$ cat src/rtl/txd_frame_rx.sv
// txd_frame_rx: receive-side sink for a byte transmit interface (txd/tx_en).
//
// Rebuilds frames from contiguous tx_en runs and drops runts (< MIN_LEN bytes),
// giants (> MAX_LEN bytes) and frames that do not fit in the FIFO. Good frames
// go into a commit/rollback FIFO. They are released downstream on a valid/ready
// byte stream with an end-of-frame flag.
//
// Optional build macro: TXD_RX_STATS_EN adds saturating frame_cnt / drop_cnt.
//
// Ports:
//   clk, rst_n        clock (posedge), asynchronous active-low reset
//   txd, tx_en        incoming bytes; one frame = one contiguous run of tx_en=1
//   m_data, m_last    FIFO head byte and its end-of-frame flag
//   m_valid, m_ready  downstream handshake; a byte moves when both are high
//   frame_drop        one-cycle pulse for each discarded frame
//   drop_cause        01 runt, 10 giant, 11 overflow; holds until the next drop
//   frame_cnt         good frames committed (TXD_RX_STATS_EN only)
//   drop_cnt          frames dropped (TXD_RX_STATS_EN only)
module txd_frame_rx #(
  parameter int unsigned DEPTH   = 16,
  parameter int unsigned MIN_LEN = 2,
  parameter int unsigned MAX_LEN = 12
) (
  input  logic        clk,
  input  logic        rst_n,
  input  logic [7:0]  txd,
  input  logic        tx_en,
  output logic [7:0]  m_data,
  output logic        m_valid,
  output logic        m_last,
  input  logic        m_ready,
  output logic        frame_drop,
  output logic [1:0]  drop_cause
`ifdef TXD_RX_STATS_EN
  ,
  output logic [15:0] frame_cnt,
  output logic [15:0] drop_cnt
`endif
);

  localparam int unsigned IW = $clog2(DEPTH);
  localparam int unsigned PW = IW + 1;
  localparam int unsigned LW = $clog2(MAX_LEN + 1);
  localparam logic [PW-1:0] PtrOne = PW'(1);

  typedef enum logic [1:0] {StIdle, StRecv, StDrop} state_e;

  state_e          state_q, state_d;
  logic [PW-1:0]   wr_spec_q, wr_spec_d;
  logic [PW-1:0]   wr_commit_q, wr_commit_d;
  logic [PW-1:0]   rd_ptr_q, rd_ptr_d;
  logic [LW-1:0]   len_q, len_d;
  logic [7:0]      stage_q, stage_d;
  logic [8:0]      mem_q [DEPTH];
  logic            frame_drop_q;
  logic [1:0]      drop_cause_q;

  logic            push;
  logic [8:0]      push_data;
  logic            commit;
  logic            rollback;
  logic [1:0]      cause;
  logic            full;

  // Write-side occupancy counts speculative bytes of the frame being received.
  assign full    = ((wr_spec_q - rd_ptr_q) == PW'(DEPTH));
  // Only committed entries are visible downstream.
  assign m_valid = (wr_commit_q != rd_ptr_q);
  assign {m_last, m_data} = m_valid ? mem_q[rd_ptr_q[IW-1:0]] : 9'h000;

  assign frame_drop = frame_drop_q;
  assign drop_cause = drop_cause_q;

  always_comb begin
    state_d     = state_q;
    wr_spec_d   = wr_spec_q;
    wr_commit_d = wr_commit_q;
    len_d       = len_q;
    stage_d     = stage_q;
    push        = 1'b0;
    push_data   = {1'b0, stage_q};
    commit      = 1'b0;
    rollback    = 1'b0;
    cause       = 2'b00;

    unique case (state_q)
      StIdle: begin
        if (tx_en) begin
          stage_d = txd;
          len_d   = LW'(1);
          state_d = StRecv;
        end
      end
      StRecv: begin
        if (tx_en) begin
          if (len_q == LW'(MAX_LEN)) begin
            rollback = 1'b1;
            cause    = 2'b10;
            state_d  = StDrop;
          end else if (full) begin
            rollback = 1'b1;
            cause    = 2'b11;
            state_d  = StDrop;
          end else begin
            // The staged byte is not the last one; new byte takes its place.
            push      = 1'b1;
            wr_spec_d = wr_spec_q + PtrOne;
            stage_d   = txd;
            len_d     = len_q + LW'(1);
          end
        end else begin
          state_d = StIdle;
          if (len_q < LW'(MIN_LEN)) begin
            rollback = 1'b1;
            cause    = 2'b01;
          end else if (full) begin
            rollback = 1'b1;
            cause    = 2'b11;
          end else begin
            push        = 1'b1;
            push_data   = {1'b1, stage_q};
            commit      = 1'b1;
            wr_spec_d   = wr_spec_q + PtrOne;
            wr_commit_d = wr_spec_q + PtrOne;
          end
        end
      end
      StDrop: begin
        if (!tx_en) state_d = StIdle;
      end
      default: state_d = StDrop;
    endcase

    if (rollback) wr_spec_d = wr_commit_q;
  end

  always_comb begin
    rd_ptr_d = rd_ptr_q;
    if (m_valid && m_ready) rd_ptr_d = rd_ptr_q + PtrOne;
  end

  always_ff @(posedge clk or negedge rst_n) begin
    if (!rst_n) begin
      state_q      <= StDrop;
      wr_spec_q    <= '0;
      wr_commit_q  <= '0;
      rd_ptr_q     <= '0;
      len_q        <= '0;
      stage_q      <= '0;
      frame_drop_q <= 1'b0;
      drop_cause_q <= 2'b00;
    end else begin
      state_q      <= state_d;
      wr_spec_q    <= wr_spec_d;
      wr_commit_q  <= wr_commit_d;
      rd_ptr_q     <= rd_ptr_d;
      len_q        <= len_d;
      stage_q      <= stage_d;
      frame_drop_q <= rollback;
      if (rollback) drop_cause_q <= cause;
    end
  end

  // Storage needs no reset: nothing is visible until pointers say so.
  always_ff @(posedge clk) begin
    if (push) mem_q[wr_spec_q[IW-1:0]] <= push_data;
  end

`ifdef TXD_RX_STATS_EN
  logic [15:0] frame_cnt_q, drop_cnt_q;

  always_ff @(posedge clk or negedge rst_n) begin
    if (!rst_n) begin
      frame_cnt_q <= '0;
      drop_cnt_q  <= '0;
    end else begin
      if (commit && (frame_cnt_q != 16'hFFFF)) frame_cnt_q <= frame_cnt_q + 16'd1;
      if (rollback && (drop_cnt_q != 16'hFFFF)) drop_cnt_q <= drop_cnt_q + 16'd1;
    end
  end

  assign frame_cnt = frame_cnt_q;
  assign drop_cnt  = drop_cnt_q;
`endif

endmodule

$ cat config.mk
export PLATFORM = sky130hd
export DESIGN_NAME = txd_frame_rx
export DESIGN_NICKNAME = d
export VERILOG_FILES = /design/src/rtl/txd_frame_rx.sv
export SDC_FILE = /design/constraint.sdc
export NUM_CORES = 1
export LEC_CHECK = 0
export CORE_MARGIN = 8
export CORE_UTILIZATION = 50
export CTS_CLUSTER_DIAMETER = 60
export DETAILED_ROUTE_END_ITERATION = 8
export GPL_TIMING_DRIVEN = 0
export MAX_ROUTING_LAYER = met4
export PLACE_DENSITY = 0.67
export SKIP_LAST_GASP = 1
export SLEW_MARGIN = 20
export SYNTH_ARGS = -nofsm -noshare
export SYNTH_HDL_FRONTEND = slang
export SYNTH_SLANG_ARGS = --single-unit
$ cat constraint.sdc
create_clock -name clk -period 3.4 [get_ports clk]
set_input_delay 0.51 -clock clk [delete_from_list [all_inputs] [get_ports clk]]
set_output_delay 0.51 -clock clk [all_outputs]
set_load 0.01 [all_outputs]
==> results of run 1 <==
[layout make-up]
| type | count | share of cell area [%] |
|---|---|---|
| inverter | 11 | 0.475 |
| clock buffer | 17 | 4.89 |
| multi-input combinational | 231 | 25.1 |
| sequential | 176 | 59.0 |
| clock inverter | 14 | 2.20 |
| tap | 184 | 2.65 |
| timing repair buffer | 32 | 4.29 |
| buffer | 18 | 1.38 |
[where the power goes]
| part | switching (W) | internal (W) |
|---|---|---|
| Combinational | 0.00151 | 0.00133 |
| Sequential | 0.000376 | 0.00283 |
| Clock | 0.000793 | 0.00123 |
[worst max path at each step]
stage | start | to | slack (ps) | depth (start not counted)
after CTS | rd_ptr_q[2] | mem_q[7][5] | -140 | 11
after detailed placement | rd_ptr_q[2] | mem_q[8][6] | -480 | 9
after global placement | rd_ptr_q[2] | mem_q[15][8] | -550 | 9
after global routing | rd_ptr_q[2] | m_data[1] | 7 | 6
final | rd_ptr_q[0] | m_last | 120 | 6
after floorplan | rd_ptr_q[2] | mem_q[4][0] | 330 | 11
[metal layers]
metal	global-route usage (%)	vias to the layer above
li1	-	1796
met1	23.4	2029
met2	27.8	134
met3	4.05	13
met4	5.37	0
met5	-	-
[kinds of logic (layout without fill, tap and decap cells)]
logic type / count (synthesis) / after routing / synth area share, %
DFF: 176 / 176 / 69.8
xor gates and xnor gates: 15 / 15 / 1.79
and+or+nand+nor: 109 / 109 / 7.34
buffers and inverters: 29 / 92 / 1.86
AOI/OAI and AO/OA: 39 / 39 / 3.32
muxes: 57 / 57 / 14.1
adders and majority gates: 11 / 11 / 1.87
[placed cells by master, fill, tap and decap left out, types with 8 or more instances in the layout]
master                              n
sky130_fd_sc_hd__xnor2_1           12
sky130_fd_sc_hd__and3_1            10
sky130_fd_sc_hd__nand2_1           39
sky130_fd_sc_hd__nor2_1            13
sky130_fd_sc_hd__a211oi_1           9
sky130_fd_sc_hd__nor2_4            15
sky130_fd_sc_hd__mux4_2            36
sky130_fd_sc_hd__edfxtp_1         144
sky130_fd_sc_hd__inv_1             10
sky130_fd_sc_hd__a21oi_1            8
sky130_fd_sc_hd__o21ai_0           11
sky130_fd_sc_hd__mux2_1             8
sky130_fd_sc_hd__dfrtp_1           30
sky130_fd_sc_hd__clkbuf_16         17
sky130_fd_sc_hd__nand2b_1           8
sky130_fd_sc_hd__mux2i_1           11
sky130_fd_sc_hd__ha_1              11
sky130_fd_sc_hd__clkdlybuf4s50_1   23
[repair_timing]
action	CTS	global route
gates cloned	0	0
pin swaps	0	7
buffers inserted	0	6
hold buffers	1	0
gates resized for setup	10	26
endpoints found under the setup margin	176	160
endpoints found under the hold margin	2	0
[stage by stage]
step                      area, µm²  total power [W]  hold slack [ps]
after floorplan                7350          0.00493              214
after global placement         7820          0.00586              506
after detailed placement       7840          0.00595              322
after CTS                      8490          0.00800              403
after global routing           8690          0.00847              418
final                          8690          0.00806              424
[sequential cells by signal, summed over array words and instances, names as in the netlist]
register     count
drop_cause       2
wr_spec_q        5
rd_ptr_q         5
wr_commit_q      5
len_q            4
frame_drop       1
stage_q          8
mem_q          144
state_q          2
==> qor.json, run 1 <==
{
  "detail_route.wirelength.met1_um": 6690,
  "clk_pin_slew_worst_paths_ps": 60,
  "seq_area_frac_synth_pct": 69.8,
  "powerDensity_nw_per_um2": 927,
  "maxSlewViolCount": 0,
  "worst_ir_drop_vdd_v": 0.000463,
  "avgRoutedWirePerCell_um": 22.3,
  "timing.critical_path.slowest_cell_delay_ps": 520,
  "postSynthNetCount": 459,
  "cts.sinks": 176,
  "setup_viol": 0,
  "timing.critical_path.required_ps": 2890,
  "die_w_um": 137,
  "maxCapViolations": 0,
  "ctsRootBufferMaster": "sky130_fd_sc_hd__clkbuf_16",
  "synth_ff_type": "sky130_fd_sc_hd__edfxtp_1",
  "drc": 0,
  "design.portCount": 25,
  "floorplan_die_height_um": 137,
  "run_status": "finished clean",
  "timing.critical_path.fanout_max": 10,
  "yosys.cell_count.top_type": "sky130_fd_sc_hd__edfxtp_1",
  "arrival_ps": 2770,
  "synth.cell_area_um2": 7350,
  "r2r-end": "mem_q[1][1]",
  "dieArea_um2": 18800,
  "detailedPlacementHpwl_um": 10100,
  "final.min_clock_period_ps": 3280,
  "routed-wl-met2_um": 7580,
  "yosys.cell_types.count": 44,
  "syn_avg_cell_area_um2": 16.9,
  "worst-setup-path-type": "register to output pin",
  "timing.critical_path.mode_cell": "sky130_fd_sc_hd__buf_6",
  "worstPathCellList": "buf_6 > buf_6 > mux4_2 > mux2i_1 > a211oi_1 > clkdlybuf4s50_1",
  "overflow": 0,
  "max_slew.worst_pin.slew_ps": 824,
  "antennaDiodeCount": 0,
  "utilization_pct": 60.3,
  "global_route.usage.total_pct": 17.9,
  "met3_wirelength_um": 806,
  "layout.filler_cells": 1050,
  "total_wirelength_of_the_detailed_routed_design_um": 15200,
  "post_layout_nonfiller_instances": 683,
  "wire_length_of_the_first_global_routing_pass_um": 23600,
  "fp.coreArea_um2": 14400,
  "setup.reg_to_reg.worst_slack_ps": 120,
  "startpoint_type": "register",
  "place_ws_ps": -482,
  "synth_common_cells": "sky130_fd_sc_hd__edfxtp_1 (144), sky130_fd_sc_hd__nand2_1 (39), sky130_fd_sc_hd__mux4_2 (36)",
  "synth-warning-count": 0,
  "finalHoldViolCount": 0,
  "cts_htree_levels": 4,
  "highest_layer": "met4",
  "drt.antenna.violating_nets": 0,
  "synth_edf_count": 144,
  "vias_in_the_first_global_route": 4015,
  "multiInputGateArea_um2": 2180,
  "row_count": 44,
  "first_pass_iters": 5,
  "ys_seq_elements": 176,
  "cts-buffers-inserted": 17,
  "drt_first_iter_violations": 359,
  "initial_antenna_violation_count": 0,
  "fin_setup_tns_ps": 0,
  "grt_setup_unrepaired": "no",
  "worst_r2r_startpoint": "rd_ptr_q[2]",
  "regArea_um2": 5130,
  "area_growth_from_synthesis_to_layout_pct": 18.3,
  "clkLatencyLatePin_ps": 420,
  "grt_start_max_net_pins": 31,
  "nets": 510,
  "static-leakage-power_nw": 3.02,
  "achievable-frequency_mhz": 305,
  "clock_tree_from_tritoncts": "yes",
  "port-buffer-count": 24,
  "yosys.area.top_type_share_pct": 58.8,
  "clock_tree.buffer_depth": 2,
  "hold_path_class": "input pin to asynchronous set/reset pin",
  "finalCritPeriodShare_pct": 96.5,
  "end_kind": "output pin",
  "post-place-cells": 645,
  "gpl.final_weighted_congestion": 0.869,
  "post_synthesis_cell_count": 436,
  "post_route_cells_drive_above_1_share_pct": 21.8,
  "setup_slack_after_layout_ps": 120,
  "initial_utilization_pct": 50.9,
  "post_drt_via_cell_ratio": 5.82,
  "worst_r2r_path_depth": 10,
  "buffering_stage_count_on_the_worst_path_with_inverters_included": 3,
  "crit_slowest_cell": "sky130_fd_sc_hd__clkdlybuf4s50_1",
  "relSlewSlack_pct": 44.8,
  "fin_skew_ps": 11.3,
  "synth.area.top_cells": "sky130_fd_sc_hd__edfxtp_1 (59%), sky130_fd_sc_hd__mux4_2 (11%), sky130_fd_sc_hd__dfrtp_1 (11%)",
  "cp_top_family": "buffers and inverters",
  "via_count": 3972,
  "synth_top_area_cell": "sky130_fd_sc_hd__edfxtp_1",
  "postSynth.asyncResetShare_pct": 18.2
}
Note: power is estimated with default switching activity, not from simulation.
==> inputs of run 2 (changes only) <==
Settings changed: TNS_END_PERCENT set to 20.
==> run 2 against run 1 <==
Compared with the run above: critical path depth increased by 5; die area unchanged; largest cell class unchanged; hold slack lost 3.7 ps; register-to-register slack worse by 200 ps; combinational power shrank 2%; the run now ends with negative setup slack left; sequential power hardly changed; utilization down 0.58 points; flip-flop and latch count unchanged; power shrank 0.66%; clock skew shrank 2.3 ps; clock power about the same.
==> qor.json, run 2 (synthesized netlist as in run 1, its figures left out) <==
{
  "setup_slack_after_layout_ps": -83.0,
  "layout.filler_cells": 1055,
  "grt_start_max_net_pins": 31,
  "finalHoldViolCount": 0,
  "achievable-frequency_mhz": 287,
  "row_count": 44,
  "fp.coreArea_um2": 14400,
  "run_status": "complete, but fails checks",
  "setup_viol": 10,
  "ctsRootBufferMaster": "sky130_fd_sc_hd__clkbuf_16",
  "powerDensity_nw_per_um2": 930,
  "die_w_um": 137,
  "drt_first_iter_violations": 403,
  "arrival_ps": 3540,
  "fin_skew_ps": 9.03,
  "static-leakage-power_nw": 2.98,
  "timing.critical_path.fanout_max": 10,
  "total_power_w": 0.00800,
  "clock_tree_from_tritoncts": "yes",
  "first_pass_iters": 4,
  "multiInputGateArea_um2": 2180,
  "worstPathCellList": "buf_2 > inv_1 > buf_2 > ha_1 > nor3b_1 > xor2_1 > and4_4 > buf_6 > or4_4 > buf_6 > nor2_2",
  "vias_in_the_first_global_route": 4036,
  "finalCritPeriodShare_pct": 102,
  "worst-setup-path-type": "register to register",
  "max_slew.worst_pin.slew_ps": 827,
  "final.min_clock_period_ps": 3480,
  "timing.critical_path.required_ps": 3460,
  "hold_path_class": "input pin to asynchronous set/reset pin",
  "total_wirelength_of_the_detailed_routed_design_um": 15100,
  "timing.critical_path.slowest_cell_delay_ps": 480,
  "end_kind": "register",
  "floorplan_die_height_um": 137,
  "fin_setup_tns_ps": -768,
  "largest_register_ffs": 144,
  "clk_pin_slew_worst_paths_ps": 60,
  "area_growth_from_synthesis_to_layout_pct": 17.1,
  "nets": 507,
  "drt.antenna.violating_nets": 0,
  "regArea_um2": 5130,
  "crit_slowest_cell": "sky130_fd_sc_hd__or4_4",
  "clock_tree.buffer_depth": 2,
  "startpoint_type": "register",
  "cts-buffers-inserted": 17,
  "overflow": 0,
  "fin_worst_hold_slack_ps": 420,
  "worst_ir_drop_vdd_v": 0.000460,
  "relSlewSlack_pct": 44.6,
  "detailedPlacementHpwl_um": 10100,
  "cts_htree_levels": 4,
  "violations_in_the_final_reports": "negative setup slack",
  "clkLatencyLatePin_ps": 420,
  "cts.sinks": 176,
  "maxCapViolations": 0,
  "initial_antenna_violation_count": 0,
  "post_route_cells_drive_above_1_share_pct": 20.6,
  "drc": 0,
  "initial_utilization_pct": 50.9,
  "leading_cell_type_in_the_layout_fill_and_taps_excluded": "sky130_fd_sc_hd__edfxtp_1",
  "via_count": 3956,
  "maxSlewViolCount": 0,
  "dieArea_um2": 18800,
  "commonest_cells_after_routing_fill_and_taps_aside": "sky130_fd_sc_hd__edfxtp_1 (144), sky130_fd_sc_hd__nand2_1 (39), sky130_fd_sc_hd__mux4_2 (36)",
  "avgRoutedWirePerCell_um": 22.2,
  "post_drt_via_cell_ratio": 5.82,
  "global_route.usage.total_pct": 17.9,
  "design.portCount": 25,
  "port-buffer-count": 24,
  "wire_length_of_the_first_global_routing_pass_um": 23500,
  "gpl.final_weighted_congestion": 0.869,
  "antennaDiodeCount": 0,
  "grt_setup_unrepaired": "yes"
}
[run 2: cell types whose count changed in the layout (fill, tap and decap cells not counted)]
| cell | previous run | this run |
|---|---|---|
| sky130_fd_sc_hd__dfrtp_1 | 30 | 31 |
| sky130_fd_sc_hd__dfrtp_2 | 1 | 0 |
| sky130_fd_sc_hd__buf_1 | 0 | 1 |
| sky130_fd_sc_hd__buf_4 | 2 | 5 |
| sky130_fd_sc_hd__nor2_2 | 0 | 1 |
| sky130_fd_sc_hd__nor2_4 | 15 | 14 |
| sky130_fd_sc_hd__buf_12 | 6 | 3 |
| sky130_fd_sc_hd__clkbuf_1 | 5 | 7 |
| sky130_fd_sc_hd__buf_2 | 3 | 4 |
| sky130_fd_sc_hd__clkbuf_2 | 4 | 1 |
| sky130_fd_sc_hd__clkbuf_4 | 1 | 0 |
| sky130_fd_sc_hd__buf_6 | 5 | 2 |
[run 2: layout make-up]
type	count	share of cell area [%]
buffer	18	1.19
clock buffer	17	4.94
clock inverter	14	2.22
inverter	11	0.480
multi-input combinational	231	25.3
sequential	176	59.5
tap	184	2.67
timing repair buffer	29	3.63
[run 2: final timing paths]
path                            depth (start not counted)     startpoint  slack [ps]       endpoint
worst max-delay path                                   11    rd_ptr_q[2]         -80    mem_q[4][0]
max in group asynchronous                               3          rst_n        2560     state_q[1]
worst min-delay path                                    2          rst_n         420       len_q[0]
worst min register to register                          1  drop_cause[1]         530  drop_cause[1]
worst max register to register                         11    rd_ptr_q[2]         -80    mem_q[4][0]
min in group clk                                        1  drop_cause[1]         530  drop_cause[1]
[run 2: report_power, final]
group / switching, W / internal (W)
logic: 0.00149 / 0.00130
clock network: 0.000793 / 0.00122
registers: 0.000372 / 0.00283
total: 0.00266 / 0.00535
[run 2: what timing repair did]
item | in CTS | in global routing
endpoints found under the hold margin | 2 | 0
setup buffers | 0 | 3
endpoints found under the setup margin | 176 | 160
hold buffers | 1 | 0
pin swaps | 0 | 2
resized for setup | 6 | 19
[run 2: stage by stage]
step                      instances  utilization (%)  area (µm²)  setup slack [ps]
after global placement          644             54.2        7820              -552
after CTS                       677             58.8        8480              -137
after detailed placement        645             54.3        7840              -482
after floorplan                 436                -        7350               333
final                           680             59.7        8610             -83.0
after global routing            680             59.7        8610              -250
[run 2: critical path: cells and delay by family, from the launching register on]
family	cells	cell delay (ps)
XOR/XNOR	1	140
adder cells (fa/ha/maj)	1	240
buffers and inverters	5	1020
flip-flops	1	390
AND/OR/NAND/NOR	4	1320
[run 2: routing by layer]
layer  up-vias  global-route usage [%]  wire [µm]
li1       1789                       -          -
met1      2035                    23.4       6590
met2       121                    27.8       7580
met3        11                    4.05        820
met4         0                    5.31        134
met5         -                       -          0
==> inputs of run 3 (changes only) <==
Settings changed: SLEW_MARGIN 20 to 30.
Clock period 3.4 ns to 3.5 ns, I/O delays scaled along.
==> run 3 against run 2 <==
Compared with the run above: largest cell class unchanged; the flow still finishes with violations (negative setup slack); combinational power shrank 6%; critical path type unchanged; final area shrank 1.4%; first-iteration DRC count grew 6.5%; clock power is essentially flat; worst setup slack gained 60 ps; sequential share of layout area grew 0.82 points; utilization shrank 0.82 points; clock-buffer cell count grew 2; via count shrank 1.3%; sequential power shrank 3%; non-clock buffer count shrank 3; clock skew grew 2.1 ps.
==> qor.json, run 3 (synthesized netlist as in run 1, its figures left out) <==
{
  "setup_slack_after_layout_ps": -23.2,
  "post-place-cells": 645,
  "static-leakage-power_nw": 2.96,
  "timing.critical_path.required_ps": 3560,
  "cts-buffers-inserted": 17,
  "post_route_cells_drive_above_1_share_pct": 18.7,
  "overflow": 0,
  "post_layout_nonfiller_instances": 677,
  "initial_antenna_violation_count": 0,
  "worst_r2r_startpoint": "rd_ptr_q[2]",
  "gr_layer_usage_met3_pct": 4.30,
  "clock_tree.buffer_depth": 2,
  "detailedPlacementHpwl_um": 10200,
  "worstPathCellList": "buf_2 > inv_1 > buf_2 > ha_1 > nor3b_1 > xor2_1 > and4_4 > buf_6 > or4_4 > buf_6 > nor2_2",
  "hold_path_class": "input pin to asynchronous set/reset pin",
  "via_count": 3904,
  "arrival_ps": 3580,
  "clkLatencyLatePin_ps": 430,
  "final.min_clock_period_ps": 3520,
  "cts.sinks": 176,
  "setup_viol": 22,
  "startpoint_type": "register",
  "place_ws_ps": -386,
  "vias_in_the_first_global_route": 4063,
  "clk_pin_slew_worst_paths_ps": 60,
  "cts_htree_levels": 4,
  "die_w_um": 137,
  "fin_setup_tns_ps": -330,
  "achievable-frequency_mhz": 284,
  "grt.busiest_layer": "met2",
  "total_power_w": 0.00773,
  "antennaDiodeCount": 0,
  "largest_register_ffs": 144,
  "nets": 504,
  "post_drt_via_cell_ratio": 5.77,
  "area_growth_from_synthesis_to_layout_pct": 15.5,
  "drc": 0,
  "design.portCount": 25,
  "violations_in_the_final_reports": "negative setup slack",
  "wire_length_of_the_first_global_routing_pass_um": 23900,
  "clock_tree_from_tritoncts": "yes",
  "first_pass_iters": 5,
  "initial_utilization_pct": 50.9,
  "max_slew.worst_pin.slew_ps": 933,
  "relSlewSlack_pct": 37.6,
  "grt_setup_unrepaired": "yes",
  "fin_worst_hold_slack_ps": 523,
  "global_route.usage.met1_pct": 23.2,
  "dieArea_um2": 18800,
  "worst_ir_drop_vdd_v": 0.000423,
  "run_status": "complete, but fails checks",
  "crit_start": "rd_ptr_q[2]",
  "gpl.final_weighted_congestion": 0.869,
  "ctsRootBufferMaster": "sky130_fd_sc_hd__clkbuf_16",
  "maxSlewViolCount": 0,
  "timing.critical_path.fanout_max": 10,
  "avgRoutedWirePerCell_um": 22.5,
  "grt_start_max_net_pins": 22,
  "timing.critical_path.slowest_cell_delay_ps": 490,
  "row_count": 44,
  "global_route.usage.total_pct": 18.1,
  "total_wirelength_of_the_detailed_routed_design_um": 15200,
  "fp.coreArea_um2": 14400,
  "drt_first_iter_violations": 429,
  "finalCritPeriodShare_pct": 101,
  "crit_slowest_cell": "sky130_fd_sc_hd__nor2_2",
  "fin_skew_ps": 11.1,
  "met2_usage_pct": 28.1,
  "maxCapViolations": 0,
  "floorplan_die_height_um": 137,
  "post_cts.repair.setup_buffers": 0,
  "port-buffer-count": 24,
  "powerDensity_nw_per_um2": 911,
  "commonest_cells_after_routing_fill_and_taps_aside": "sky130_fd_sc_hd__edfxtp_1 (144), sky130_fd_sc_hd__nand2_1 (39), sky130_fd_sc_hd__mux4_2 (36)",
  "finalHoldViolCount": 0,
  "leading_cell_type_in_the_layout_fill_and_taps_excluded": "sky130_fd_sc_hd__edfxtp_1",
  "worst-setup-path-type": "register to register",
  "end_kind": "register",
  "setup.reg_to_reg.worst_slack_ps": -20,
  "drt.antenna.violating_nets": 0
}
-- run 3: changes by cell type in the layout (fill, tap and decap cells not counted), sizes merged --
| cell | delta |
|---|---|
| buf | -3 |
| clkbuf | +2 |
| bufinv | +1 |
| clkinv | -3 |
| clkinvlp | +1 |
| inv | -1 |
-- run 3: timing repair --
item                       CTS  global route
hold buffers                 1             0
setup endpoints to repair  173           134
cloned                       0             0
gates resized for setup      5             0
hold endpoints to repair    11             0
-- run 3: metal layers --
layer / share of wire (%) / routed length [µm]
met4: 1.6 / 250
met2: 49 / 7530
met5: 0 / 0
met3: 6.0 / 914
met1: 43 / 6540
-- run 3: final cells by class --
type | instances | area, µm²
well taps | 184 | 230
fillers | 1083 | 5930
flip-flops and latches | 176 | 5130
inverters | 11 | 41.3
clock inverters | 12 | 191
multi-input cells | 231 | 2090
plain buffers | 18 | 103
repair buffers | 26 | 273
clock buffers | 19 | 433
-- run 3: where the power goes --
group / switching, W / internal (W)
combinational: 0.00139 / 0.00123
sequential: 0.000363 / 0.00275
clock: 0.000748 / 0.00125
-- run 3: worst paths after layout --
check | end | cells past startpoint
max | mem_q[6][4] | 11
min | stage_q[0] | 2
max reg2reg | mem_q[6][4] | 11
min reg2reg | drop_cause[1] | 1
max in group asynchronous | state_q[1] | 3
min in group clk | drop_cause[1] | 1
-- run 3: worst max-delay path: cells and delay by family (launching register included) --
family | cells | cell delay, ps
buf+inv | 5 | 1040
fa+ha+maj | 1 | 230
simple gates | 4 | 1370
xor+xnor | 1 | 130
flops | 1 | 380
-- run 3: through the flow --
step	cell area [µm²]	util (%)
after floorplan	7350	-
after global placement	7820	54.2
after detailed placement	7850	54.4
after CTS	8490	58.9
after global routing	8490	58.9
final	8490	58.9
